## src/rtl/pipe_stage_buf.sv

```systemverilog
// pipe_stage_buf: valid/ready circular buffer between two pipeline stages.
// A synchronous flush discards every in-flight entry.
// Optional build macro: PIPE_BUF_STATS_EN adds stall_cycles and flushed_entries counters.
module pipe_stage_buf #(
    parameter int unsigned WIDTH = 32,
    parameter int unsigned DEPTH = 2,
    localparam int unsigned CNT_W = $clog2(DEPTH + 1)
) (
    input  logic             clk,
    input  logic             rst_n,
    input  logic             flush,
    input  logic             in_valid,
    output logic             in_ready,
    input  logic [WIDTH-1:0] in_data,
    output logic             out_valid,
    input  logic             out_ready,
    output logic [WIDTH-1:0] out_data,
`ifdef PIPE_BUF_STATS_EN
    output logic [31:0]      stall_cycles,
    output logic [31:0]      flushed_entries,
`endif
    output logic [CNT_W-1:0] count
);

    localparam int unsigned PTR_W = $clog2(DEPTH);

    logic [WIDTH-1:0] mem [DEPTH];
    logic [PTR_W-1:0] wp;
    logic [PTR_W-1:0] rp;
    logic [CNT_W-1:0] cnt;
    logic             push;
    logic             pop;

    // Handshake qualifiers: only flush reaches these combinationally.
    always_comb begin
        in_ready  = (cnt != CNT_W'(DEPTH)) && !flush;
        out_valid = (cnt != CNT_W'(0)) && !flush;
        push      = in_valid && in_ready;
        pop       = out_valid && out_ready;
        out_data  = mem[rp];
        count     = cnt;
    end

    // Entry storage; flush leaves contents in place, only reset clears them.
    always_ff @(posedge clk or negedge rst_n) begin
        if (!rst_n) begin
            for (int i = 0; i < int'(DEPTH); i++) begin
                mem[i] <= '0;
            end
        end else if (push) begin
            mem[wp] <= in_data;
        end
    end

    // Pointers wrap naturally because DEPTH is a power of two.
    always_ff @(posedge clk or negedge rst_n) begin
        if (!rst_n) begin
            wp  <= '0;
            rp  <= '0;
            cnt <= '0;
        end else if (flush) begin
            wp  <= '0;
            rp  <= '0;
            cnt <= '0;
        end else begin
            if (push) begin
                wp <= wp + PTR_W'(1);
            end
            if (pop) begin
                rp <= rp + PTR_W'(1);
            end
            if (push && !pop) begin
                cnt <= cnt + CNT_W'(1);
            end else if (pop && !push) begin
                cnt <= cnt - CNT_W'(1);
            end
        end
    end

`ifdef PIPE_BUF_STATS_EN
    logic [32:0] flushed_sum_c;

    // Widened sum so saturation can be detected from the carry.
    always_comb begin
        flushed_sum_c = {1'b0, flushed_entries} + 33'(cnt);
    end

    // Saturating stall and flush-loss counters.
    always_ff @(posedge clk or negedge rst_n) begin
        if (!rst_n) begin
            stall_cycles    <= '0;
            flushed_entries <= '0;
        end else begin
            if (out_valid && !out_ready && (stall_cycles != 32'hFFFF_FFFF)) begin
                stall_cycles <= stall_cycles + 32'd1;
            end
            if (flush) begin
                flushed_entries <= flushed_sum_c[32] ? 32'hFFFF_FFFF : flushed_sum_c[31:0];
            end
        end
    end
`endif

endmodule

```

## config.mk

```make
export PLATFORM = sky130hd
export DESIGN_NAME = pipe_stage_buf
export DESIGN_NICKNAME = d
export VERILOG_FILES = /design/src/rtl/pipe_stage_buf.sv
export SDC_FILE = /design/constraint.sdc
export NUM_CORES = 1
export LEC_CHECK = 0
export CAP_MARGIN = 10
export CORE_ASPECT_RATIO = 0.75
export CORE_UTILIZATION = 35
export CTS_CLUSTER_SIZE = 14
export DETAILED_ROUTE_END_ITERATION = 16
export HOLD_SLACK_MARGIN = 0.05
export PLACE_DENSITY = 0.56
export SYNTH_ARGS = -nofsm -noshare
export SYNTH_HDL_FRONTEND = slang
export SYNTH_SLANG_ARGS = --single-unit
```

## constraint.sdc

```tcl
create_clock -name clk -period 2 [get_ports clk]
set_input_delay 0.4 -clock clk [delete_from_list [all_inputs] [get_ports clk]]
set_output_delay 0.4 -clock clk [all_outputs]
set_load 0.03 [all_outputs]
```

==> results of run 1 <==
## layer usage
layer | vias up | GRT usage
met2 | 52 | 0.2164
met5 | - | 0
met1 | 903 | 0.1996
li1 | 875 | -
met3 | 2 | 0.06750
met4 | 0 | 0.04459
## cells in the final DEF, fill, tap and decap left out, types with 2 or more instances in the layout
master,count
a21oi_1,4
buf_12,6
buf_2,8
buf_4,5
clkbuf_16,9
clkdlybuf4s15_2,25
clkdlybuf4s50_1,37
clkinv_2,2
clkinvlp_4,2
dfrtp_1,67
mux2_2,96
nor2_1,4
o21ai_0,2
## flip-flops by register name, summed over array words and instances (netlist names)
| name | count |
|---|---|
| mem | 64 |
| count | 2 |
| rp | 1 |
| wp | 1 |
## stage by stage
stage | cell area (sq um) | utilization
floorplan | 3005 | -
global placement | 3921 | 0.4845
detailed placement | 3921 | 0.4845
CTS | 4245 | 0.5246
global route | 4222 | 0.5216
finish | 4222 | 0.5216
## worst min path at each step
| stage | start | to | depth (start not counted) |
|---|---|---|---|
| finish | rst_n | mem[12] | 2 |
| global route | rst_n | mem[12] | 2 |
| CTS | rst_n | mem[47] | 2 |
| detailed placement | rst_n | mem[48] | 2 |
| global placement | rst_n | mem[12] | 2 |
| floorplan | rst_n | count[0] | 0 |
## cell usage after synthesis, drive strengths merged
cell type / instances / area share
nor4: 1 / 0.0071
a21o: 1 / 0.0025
or2: 1 / 0.0021
mux2: 96 / 0.36
dfrtp: 68 / 0.57
nand4b: 1 / 0.0029
or3: 1 / 0.0021
and2b: 1 / 0.0025
inv: 1 / 0.0012
xor2: 1 / 0.0029
o21ai: 2 / 0.0033
nor2: 4 / 0.0050
clkbuf: 4 / 0.0050
nand2b: 1 / 0.0021
a21oi: 4 / 0.0067
buf: 7 / 0.018
o211ai: 1 / 0.0025
mux2i: 1 / 0.0033
nand3b: 1 / 0.0025
nor3b: 1 / 0.0025
## worst reg2reg max path, cell delays in order (launching register included)
cell	delay, ps
dfrtp_1	440
and2b_1	270
nor4_4	200
buf_12	250
mux2_2	380
## power groups by stage
stage	Combinational [mW]	Sequential, mW	Clock (mW)
CTS	1.38	1.86	1.62
finish	1.35	1.86	1.56
floorplan	0.932	1.83	0
detailed placement	1.43	1.88	0
global placement	1.42	1.87	0
global route	1.45	1.90	1.69
## kinds of logic (layout without fill, tap and decap cells)
logic type | after synthesis | count (layout) | synth area share
buffers and inverters | 12 | 98 | 0.02414
DFF | 68 | 68 | 0.5662
xor gates and xnor gates | 1 | 1 | 0.002915
muxes | 97 | 97 | 0.3630
and+or+nand+nor | 12 | 12 | 0.02873
AOI/OAI and AO/OA | 8 | 8 | 0.01499
## final cells by class
type / instances / area, sq um
clock inverters: 6 / 63.81
fillers: 720 / 3871
clock buffers: 10 / 239.0
repair buffers: 81 / 849.6
multi-input cells: 118 / 1231
well taps: 105 / 131.4
flip-flops and latches: 68 / 1703
inverters: 1 / 3.754
==> results.py, run 1 <==
metrics = {
    "outcome": {
        "status": "finished, final reports clean",
    },
    "power_and_ir_drop": {
        "seqPwrFrac": 0.390,
        "irDropWorstVdd_uv": 501.7,
        "p_total_mw": 4.764,
        "power_frac_clock": 0.327,
        "cellLeakagePower_nw": 1.764,
        "combinationalPowerShare": 0.283,
        "switching_power_mw": 1.366,
        "intPower_mw": 3.398,
        "p_per_area_mw_per_mm2": 1129,
        "switching_share": 0.2867,
    },
    "synth": {
        "ys_ff_latch": 68,
        "syn_area_sq_mm": 0.003005,
        "postSynthAreaPerCell_sq_um": 15.18,
        "syn_inst": 198,
        "synth.distinct_cells": 21,
        "syn_nets": 235,
        "yosys_warnings": 0,
        "ys_seq_area_frac": 0.5662,
    },
    "drt": {
        "drt_iter0_drc": 49,
        "first_pass_iters": 3,
        "routed-wl-met2_microns": 2531,
        "routed-via-count": 1832,
        "wl_met1_microns": 2926,
        "top_layer": "met4",
        "drtAntennaViolNets": 0,
        "wl_met3_microns": 471,
        "totalWireLength_microns": 5945,
        "viasPerCell": 4.710,
        "wl_per_cell_microns": 15.28,
        "drc": 0,
    },
    "critical_path": {
        "worstPathArrival_ps": 1540,
        "ff2ff_setup_slack_ps": 340,
        "startpoint_type": "flip-flop",
        "worst_ep_required_time_ps": 1600,
        "critPathLaunch": "rp",
        "crit_cells": 3,
        "crit_fanout": 18,
        "cpPeakStageDelay_ps": 410,
        "path_class": "reg2out",
        "crit_family": "buffers and inverters",
        "crit_chain": "buf_12 > mux2_2 > clkdlybuf4s15_2",
        "worstReg2RegStart": "count[0]",
        "cp-end-kind": "output pin",
        "reg2reg_depth": 4,
        "crit_end": "out_data[20]",
        "reg2reg_to": "mem[62]",
        "path_buf_inv": 2,
        "critPathSlowestCell": "dfrtp_2",
    },
    "place": {
        "place_congestion": 0.6709,
        "dpl.hpwl_microns": 3766,
        "place_inst": 373,
        "dp_slack_ps": -12.25,
        "io_buffers": 72,
    },
    "timing": {
        "skew_ps": 5.009,
        "worstMarginPinSlew_ps": 365.1,
        "rsz0062_at_grt": "no",
        "max_freq_mhz": 514.9,
        "fin_ws_ps": 57.77,
        "setup_viol": 0,
        "min_period_ps": 1942,
        "timing.final.crit_share": 0.9711,
        "slew_headroom": 0.7566,
        "setup_tns_ps": 0,
        "fin_hold_ws_ps": 77.24,
        "hold_viol": 0,
        "slew_viol_final": 0,
    },
    "clock_tree": {
        "clkTransAtPathRegs_ps": 50,
        "cts_setup_buffers": 0,
        "cts_htree_levels": 3,
        "cts_tree": "yes",
        "cts_hold_buffers": 0,
        "clk_latency_ps": 320,
        "clockBufferDepth": 2,
        "numCtsBuffers": 9,
        "cts_sinks": 68,
        "cts_resized": 102,
        "clockRootBuffer": "clkbuf_16",
    },
    "finish": {
        "synthToLayoutAreaGrowth_pct": 40.47,
        "fin_cells": 389,
        "insertedDiodeCount": 0,
        "final_nets": 316,
        "drive_gt1_frac": 0.5599,
    },
    "floorplanning": {
        "die-area_sq_mm": 0.008965,
        "rows": 28,
        "initial_core_util": 0.3714,
        "core_sq_mm": 0.008093,
        "die_width_microns": 109,
        "die_h_microns": 82.25,
        "ios": 73,
    },
    "grt": {
        "antenna_found_initial": 0,
        "grt_first_pass_wirelength_microns": 9791,
        "grt_pass1_vias": 1887,
        "grt.overflow.total": 0,
        "grtUsageTotal": 0.1494,
        "grt_max_degree": 69,
    },
    "hold_path": {
        "hold_class": "in2async",
    },
    "job": {
        "cap_viol_max_count": 0,
    },
}
(Power assumes the default switching activity.)
==> inputs of run 2 (changes only) <==
==> constraint.sdc (replaced) <==
create_clock -name clk -period 2.4 [get_ports clk]
set_input_delay 0.48 -clock clk [delete_from_list [all_inputs] [get_ports clk]]
set_output_delay 0.48 -clock clk [all_outputs]
set_load 0.03 [all_outputs]
==> run 2 against run 1 <==
Compared with the run above:
- via count rose by 0.98%
- first-iteration DRC count is 41% lower
- largest power group unchanged
- clock-buffer cell count increased by 2
- final area down 0.33%
- critical endpoint is now out_data[13]
- core utilization down 0.17 points
- clock skew rose by 0.54 ps
- register-to-register slack better by 390 ps
==> results.py, run 2 (synthesis gave the netlist of run 1 again) <==
metrics = {
    "outcome": {
        "status": "finished, final reports clean",
    },
    "finish": {
        "synthToLayoutAreaGrowth_pct": 40.01,
        "top_register": "mem",
        "multiInputGateArea_sq_mm": 0.001231,
        "fin_cells": 386,
        "drive_gt1_frac": 0.4235,
        "final_nets": 315,
        "final_util": 0.5199,
        "layout_commonest_cell": "mux2_2",
        "n_fill_cell": 706,
        "layout_common_cells": "96 x mux2_2, 68 x dfrtp_1, 44 x clkdlybuf4s50_1, 27 x dlymetal6s2s_1, 9 x clkbuf_16",
        "insertedDiodeCount": 0,
        "ff_latch_area_sq_mm": 0.001702,
        "largest_reg_flops": 64,
    },
    "critical_path": {
        "cp-end-kind": "output pin",
        "crit_cells": 3,
        "reg2reg_depth": 4,
        "ff2ff_setup_slack_ps": 730,
        "cpPeakStageDelay_ps": 600,
        "crit_fanout": 6,
        "worst_ep_required_time_ps": 1920,
        "critPathSlowestCell": "clkdlybuf4s50_1",
        "reg2reg_to": "mem[61]",
        "critPathLaunch": "rp",
        "worstReg2RegStart": "count[0]",
        "startpoint_type": "flip-flop",
        "crit_end": "out_data[13]",
        "crit_chain": "buf_4 > mux2_2 > clkdlybuf4s50_1",
        "crit_family": "buffers and inverters",
        "path_buf_inv": 2,
        "worstPathArrival_ps": 1820,
        "path_class": "reg2out",
    },
    "drt": {
        "totalWireLength_microns": 5990,
        "routed-via-count": 1850,
        "first_pass_iters": 4,
        "viasPerCell": 4.793,
        "drtAntennaViolNets": 0,
        "drt_iter0_drc": 29,
        "wl_per_cell_microns": 15.52,
        "drc": 0,
    },
    "timing": {
        "worstMarginPinSlew_ps": 582.2,
        "slew_viol_final": 0,
        "hold_viol": 0,
        "timing.final.crit_share": 0.9589,
        "max_freq_mhz": 434.5,
        "min_period_ps": 2301,
        "fin_ws_ps": 98.54,
        "skew_ps": 5.552,
        "setup_tns_ps": 0,
        "setup_viol": 0,
        "rsz0062_at_grt": "no",
        "slew_headroom": 0.6119,
    },
    "clock_tree": {
        "cts_setup_buffers": 0,
        "cts_sinks": 68,
        "clkTransAtPathRegs_ps": 50,
        "cts_htree_levels": 3,
        "clockBufferDepth": 2,
        "cts_tree": "yes",
        "numCtsBuffers": 9,
        "clockRootBuffer": "clkbuf_16",
        "clk_latency_ps": 320,
    },
    "job": {
        "cap_viol_max_count": 0,
    },
    "grt": {
        "grtUsageTotal": 0.1468,
        "grt_max_degree": 45,
        "grt_first_pass_wirelength_microns": 9832,
        "grt.overflow.total": 0,
        "grt_pass1_vias": 1969,
        "antenna_found_initial": 0,
    },
    "floorplanning": {
        "die_width_microns": 109,
        "die-area_sq_mm": 0.008965,
        "die_h_microns": 82.25,
        "initial_core_util": 0.3714,
        "ios": 73,
        "core_sq_mm": 0.008093,
        "rows": 28,
    },
    "place": {
        "place_inst": 372,
        "dpl.hpwl_microns": 3858,
        "io_buffers": 72,
        "dp_slack_ps": 203.6,
        "place_congestion": 0.6805,
    },
    "hold_path": {
        "hold_class": "in2async",
    },
    "power_and_ir_drop": {
        "cellLeakagePower_nw": 1.976,
        "p_per_area_mw_per_mm2": 910.6,
        "p_total_mw": 3.832,
        "irDropWorstVdd_uv": 411.4,
    },
}
run 2: changes by cell type in the layout (fill, tap and decap cells not counted):
cell	before	now
buf_12	6	3
dfrtp_1	67	68
bufinv_16	1	0
clkinv_2	2	1
clkbuf_1	0	2
dlymetal6s2s_1	0	27
clkdlybuf4s50_1	37	44
dfrtp_2	1	0
clkinv_4	1	0
clkinvlp_4	2	1
buf_2	8	1
clkdlybuf4s15_2	25	0
run 2: through the flow:
step	hold slack, ps	cell area [sq um]
global route	198.7	4208
detailed placement	486.7	3881
floorplan	184.4	3005
finish	164.8	4208
CTS	183.9	4140
global placement	481.2	3881
run 2: how the worst min path moves through the flow:
stage,slack (ps),endpoint,from
6_report,160,mem[15],rst_n
5_1_grt,200,mem[15],rst_n
4_1_cts,180,mem[15],rst_n
3_5_place_dp,490,mem[19],mem[19]
3_3_place_gp,480,mem[18],mem[18]
2_1_floorplan,180,count[0],rst_n
run 2: repair_timing:
item                                    CTS  global route
hold buffers                              0             0
gates resized for setup                   0            27
endpoints found under the setup margin    0            27
run 2: report_power, final:
group          leakage, nW  switching, mW  internal [mW]
clock network        0.125          0.419          0.713
logic                 1.04          0.536          0.613
registers            0.815          0.128           1.42
run 2: metal layers:
layer | track usage | part of all wire | up-vias
met2 | 0.2296 | 0.45 | 52
met1 | 0.1839 | 0.47 | 920
met3 | 0.07064 | 0.074 | 2
met5 | 0 | 0 | -
met4 | 0.03243 | 0.0027 | 0
li1 | - | - | 876
run 2: area by class of cell:
cell class                 count  area share
clock buffer                  12     0.05858
tap                          105     0.03122
timing repair buffer          80      0.2093
multi-input combinational    118      0.2926
clock inverter                 2    0.002974
inverter                       1   0.0008921
sequential                    68      0.4044
==> inputs of run 3 (changes only) <==
==> config.mk (replaced) <==
export PLATFORM = sky130hd
export DESIGN_NAME = pipe_stage_buf
export DESIGN_NICKNAME = d
export VERILOG_FILES = /design/src/rtl/pipe_stage_buf.sv
export SDC_FILE = /design/constraint.sdc
export NUM_CORES = 1
export LEC_CHECK = 0
export CORE_ASPECT_RATIO = 0.75
export CORE_UTILIZATION = 40
export CTS_CLUSTER_SIZE = 16
export DETAILED_ROUTE_END_ITERATION = 16
export HOLD_SLACK_MARGIN = 0.05
export PLACE_DENSITY = 0.63
export SYNTH_ARGS = -nofsm -noshare
export SYNTH_HDL_FRONTEND = slang
export SYNTH_SLANG_ARGS = --single-unit
==> run 3 against run 2 <==
Compared with the run above:
- critical path depth unchanged
- via count up 0.38%
- worst hold slack lost 17 ps
- sequential share of layout area rose by 0.94 points
- clock-buffer cell count increased by 2
- global-route usage is 2.2 points higher
- clock skew shrank 0.99 ps
- total power decreased by 7.6%
- clock power fell by 22%
- maximum frequency grew 3.4%
- flip-flop and latch count unchanged
- sequential power barely moved
- critical path type is now in2out
- largest cell class unchanged
==> results.py, run 3 (synthesis gave the netlist of run 1 again) <==
metrics = {
    "finish": {
        "fin_cells": 384,
        "layout_common_cells": "96 x mux2_2, 68 x dfrtp_1, 38 x clkdlybuf4s50_1, 17 x dlymetal6s2s_1, 16 x dlygate4sd2_1",
        "layout_commonest_cell": "mux2_2",
        "final_nets": 319,
        "n_fill_cell": 619,
        "synthToLayoutAreaGrowth_pct": 36.84,
        "largest_reg_flops": 64,
        "insertedDiodeCount": 0,
        "top_register": "mem",
        "drive_gt1_frac": 0.4371,
    },
    "power_and_ir_drop": {
        "seqPwrFrac": 0.437,
        "irDropWorstVdd_uv": 420.5,
        "cellLeakagePower_nw": 1.891,
        "switching_power_mw": 1.060,
        "intPower_mw": 2.480,
        "p_per_area_mw_per_mm2": 860.8,
        "switching_share": 0.2995,
        "p_total_mw": 3.540,
        "combinationalPowerShare": 0.315,
        "power_frac_clock": 0.248,
    },
    "critical_path": {
        "worst_ep_required_time_ps": 1920,
        "path_common_cell": "clkdlybuf4s50_1",
        "critPathSlowestCell": "clkdlybuf4s50_1",
        "path_class": "in2out",
        "cpPeakStageDelay_ps": 670,
        "cp-end-kind": "output pin",
        "crit_chain": "clkdlybuf4s50_1 > nor2_1 > clkdlybuf4s50_1",
        "startpoint_type": "primary input",
        "worstPathArrival_ps": 1750,
        "crit_fanout": 4,
    },
    "floorplanning": {
        "rows": 26,
        "die_width_microns": 102.1,
        "ios": 73,
        "core_sq_mm": 0.007027,
        "initial_core_util": 0.4277,
        "die-area_sq_mm": 0.007868,
        "die_h_microns": 77.07,
    },
    "drt": {
        "routed-via-count": 1857,
        "totalWireLength_microns": 5907,
        "viasPerCell": 4.836,
        "drc": 0,
        "drtAntennaViolNets": 0,
        "drt_iter0_drc": 26,
        "wl_per_cell_microns": 15.38,
        "first_pass_iters": 4,
    },
    "grt": {
        "antenna_found_initial": 0,
        "grt_pass1_vias": 1978,
        "grtUsageTotal": 0.1683,
        "grt_max_degree": 26,
        "grt.overflow.total": 0,
        "grt_first_pass_wirelength_microns": 9867,
    },
    "clock_tree": {
        "clockRootBuffer": "clkbuf_8",
        "numCtsBuffers": 9,
        "clkTransAtPathRegs_ps": 60,
        "cts_sinks": 68,
        "cts_tree": "yes",
        "clockBufferDepth": 2,
        "cts_resized": 16,
        "cts_htree_levels": 3,
        "clk_latency_ps": 330,
        "cts_setup_buffers": 0,
        "cts_hold_buffers": 0,
    },
    "timing": {
        "max_freq_mhz": 449.4,
        "hold_viol": 0,
        "min_period_ps": 2225,
        "setup_viol": 0,
        "setup_tns_ps": 0,
        "slew_viol_final": 0,
        "fin_hold_ws_ps": 147.9,
        "slew_headroom": 0.6059,
        "fin_ws_ps": 174.9,
        "skew_ps": 4.565,
        "rsz0062_at_grt": "no",
        "timing.final.crit_share": 0.9271,
        "worstMarginPinSlew_ps": 591.1,
    },
    "outcome": {
        "status": "finished, final reports clean",
    },
    "job": {
        "cap_viol_max_count": 0,
    },
    "place": {
        "place_congestion": 0.7945,
        "dp_slack_ps": 147.1,
        "place_inst": 369,
        "dpl.hpwl_microns": 4185,
        "io_buffers": 72,
    },
    "hold_path": {
        "hold_class": "in2async",
    },
}
-- run 3: cell count changes in the layout (fill, tap and decap cells not counted) --
cell and change:
clkinvlp_4 -1, clkbuf_8 +12, clkbuf_16 -9, buf_4 +4, dlygate4sd2_1 +16, clkdlybuf4s50_1 -6, dlymetal6s2s_1 -10, clkbuf_1 -1
-- run 3: routing by layer --
metal	global-route usage	part of all wire	up-vias
met5	0	0	-
met3	0.08022	0.075	5
met2	0.2470	0.45	52
li1	-	-	873
met4	0.05571	0.0096	0
met1	0.2169	0.46	927
-- run 3: worst paths after layout --
check	cells past startpoint	slack, ps	to	from
max in group asynchronous	2	1640	mem[1]	rst_n
min in group clk	1	500	mem[17]	mem[17]
min	1	150	mem[49]	rst_n
max	3	170	out_valid	flush
min reg2reg	1	500	mem[17]	mem[17]
max reg2reg	4	730	mem[56]	count[0]
-- run 3: power by group through the flow --
| stage | combinational [mW] | clock, mW | sequential (mW) |
|---|---|---|---|
| after global placement | 1.18 | 0 | 1.56 |
| final | 1.11 | 0.878 | 1.55 |
| after detailed placement | 1.19 | 0 | 1.57 |
| after global routing | 1.19 | 0.968 | 1.58 |
| after CTS | 1.15 | 0.912 | 1.55 |
| after floorplan | 0.776 | 0 | 1.53 |
-- run 3: stage by stage --
step | utilization | instance area (sq um)
2_1_floorplan | - | 3005
3_3_place_gp | 0.5554 | 3902
3_5_place_dp | 0.5554 | 3902
4_1_cts | 0.5792 | 4070
5_1_grt | 0.5853 | 4113
6_report | 0.5853 | 4113
-- run 3: area by class of cell --
cell class / count / area, sq um / area share
clock buffers: 14 / 182.7 / 0.04442
flip-flops and latches: 68 / 1702 / 0.4138
multi-input cells: 118 / 1231 / 0.2994
inverters: 1 / 3.754 / 0.0009127
well taps: 98 / 122.6 / 0.02981
repair buffers: 84 / 865.8 / 0.2105
clock inverters: 1 / 5.005 / 0.001217
-- run 3: critical path, delay by kind of cell --
kind / cells / cell delay [ps]
buffers and inverters: 2 / 1140
AND/OR/NAND/NOR: 1 / 130
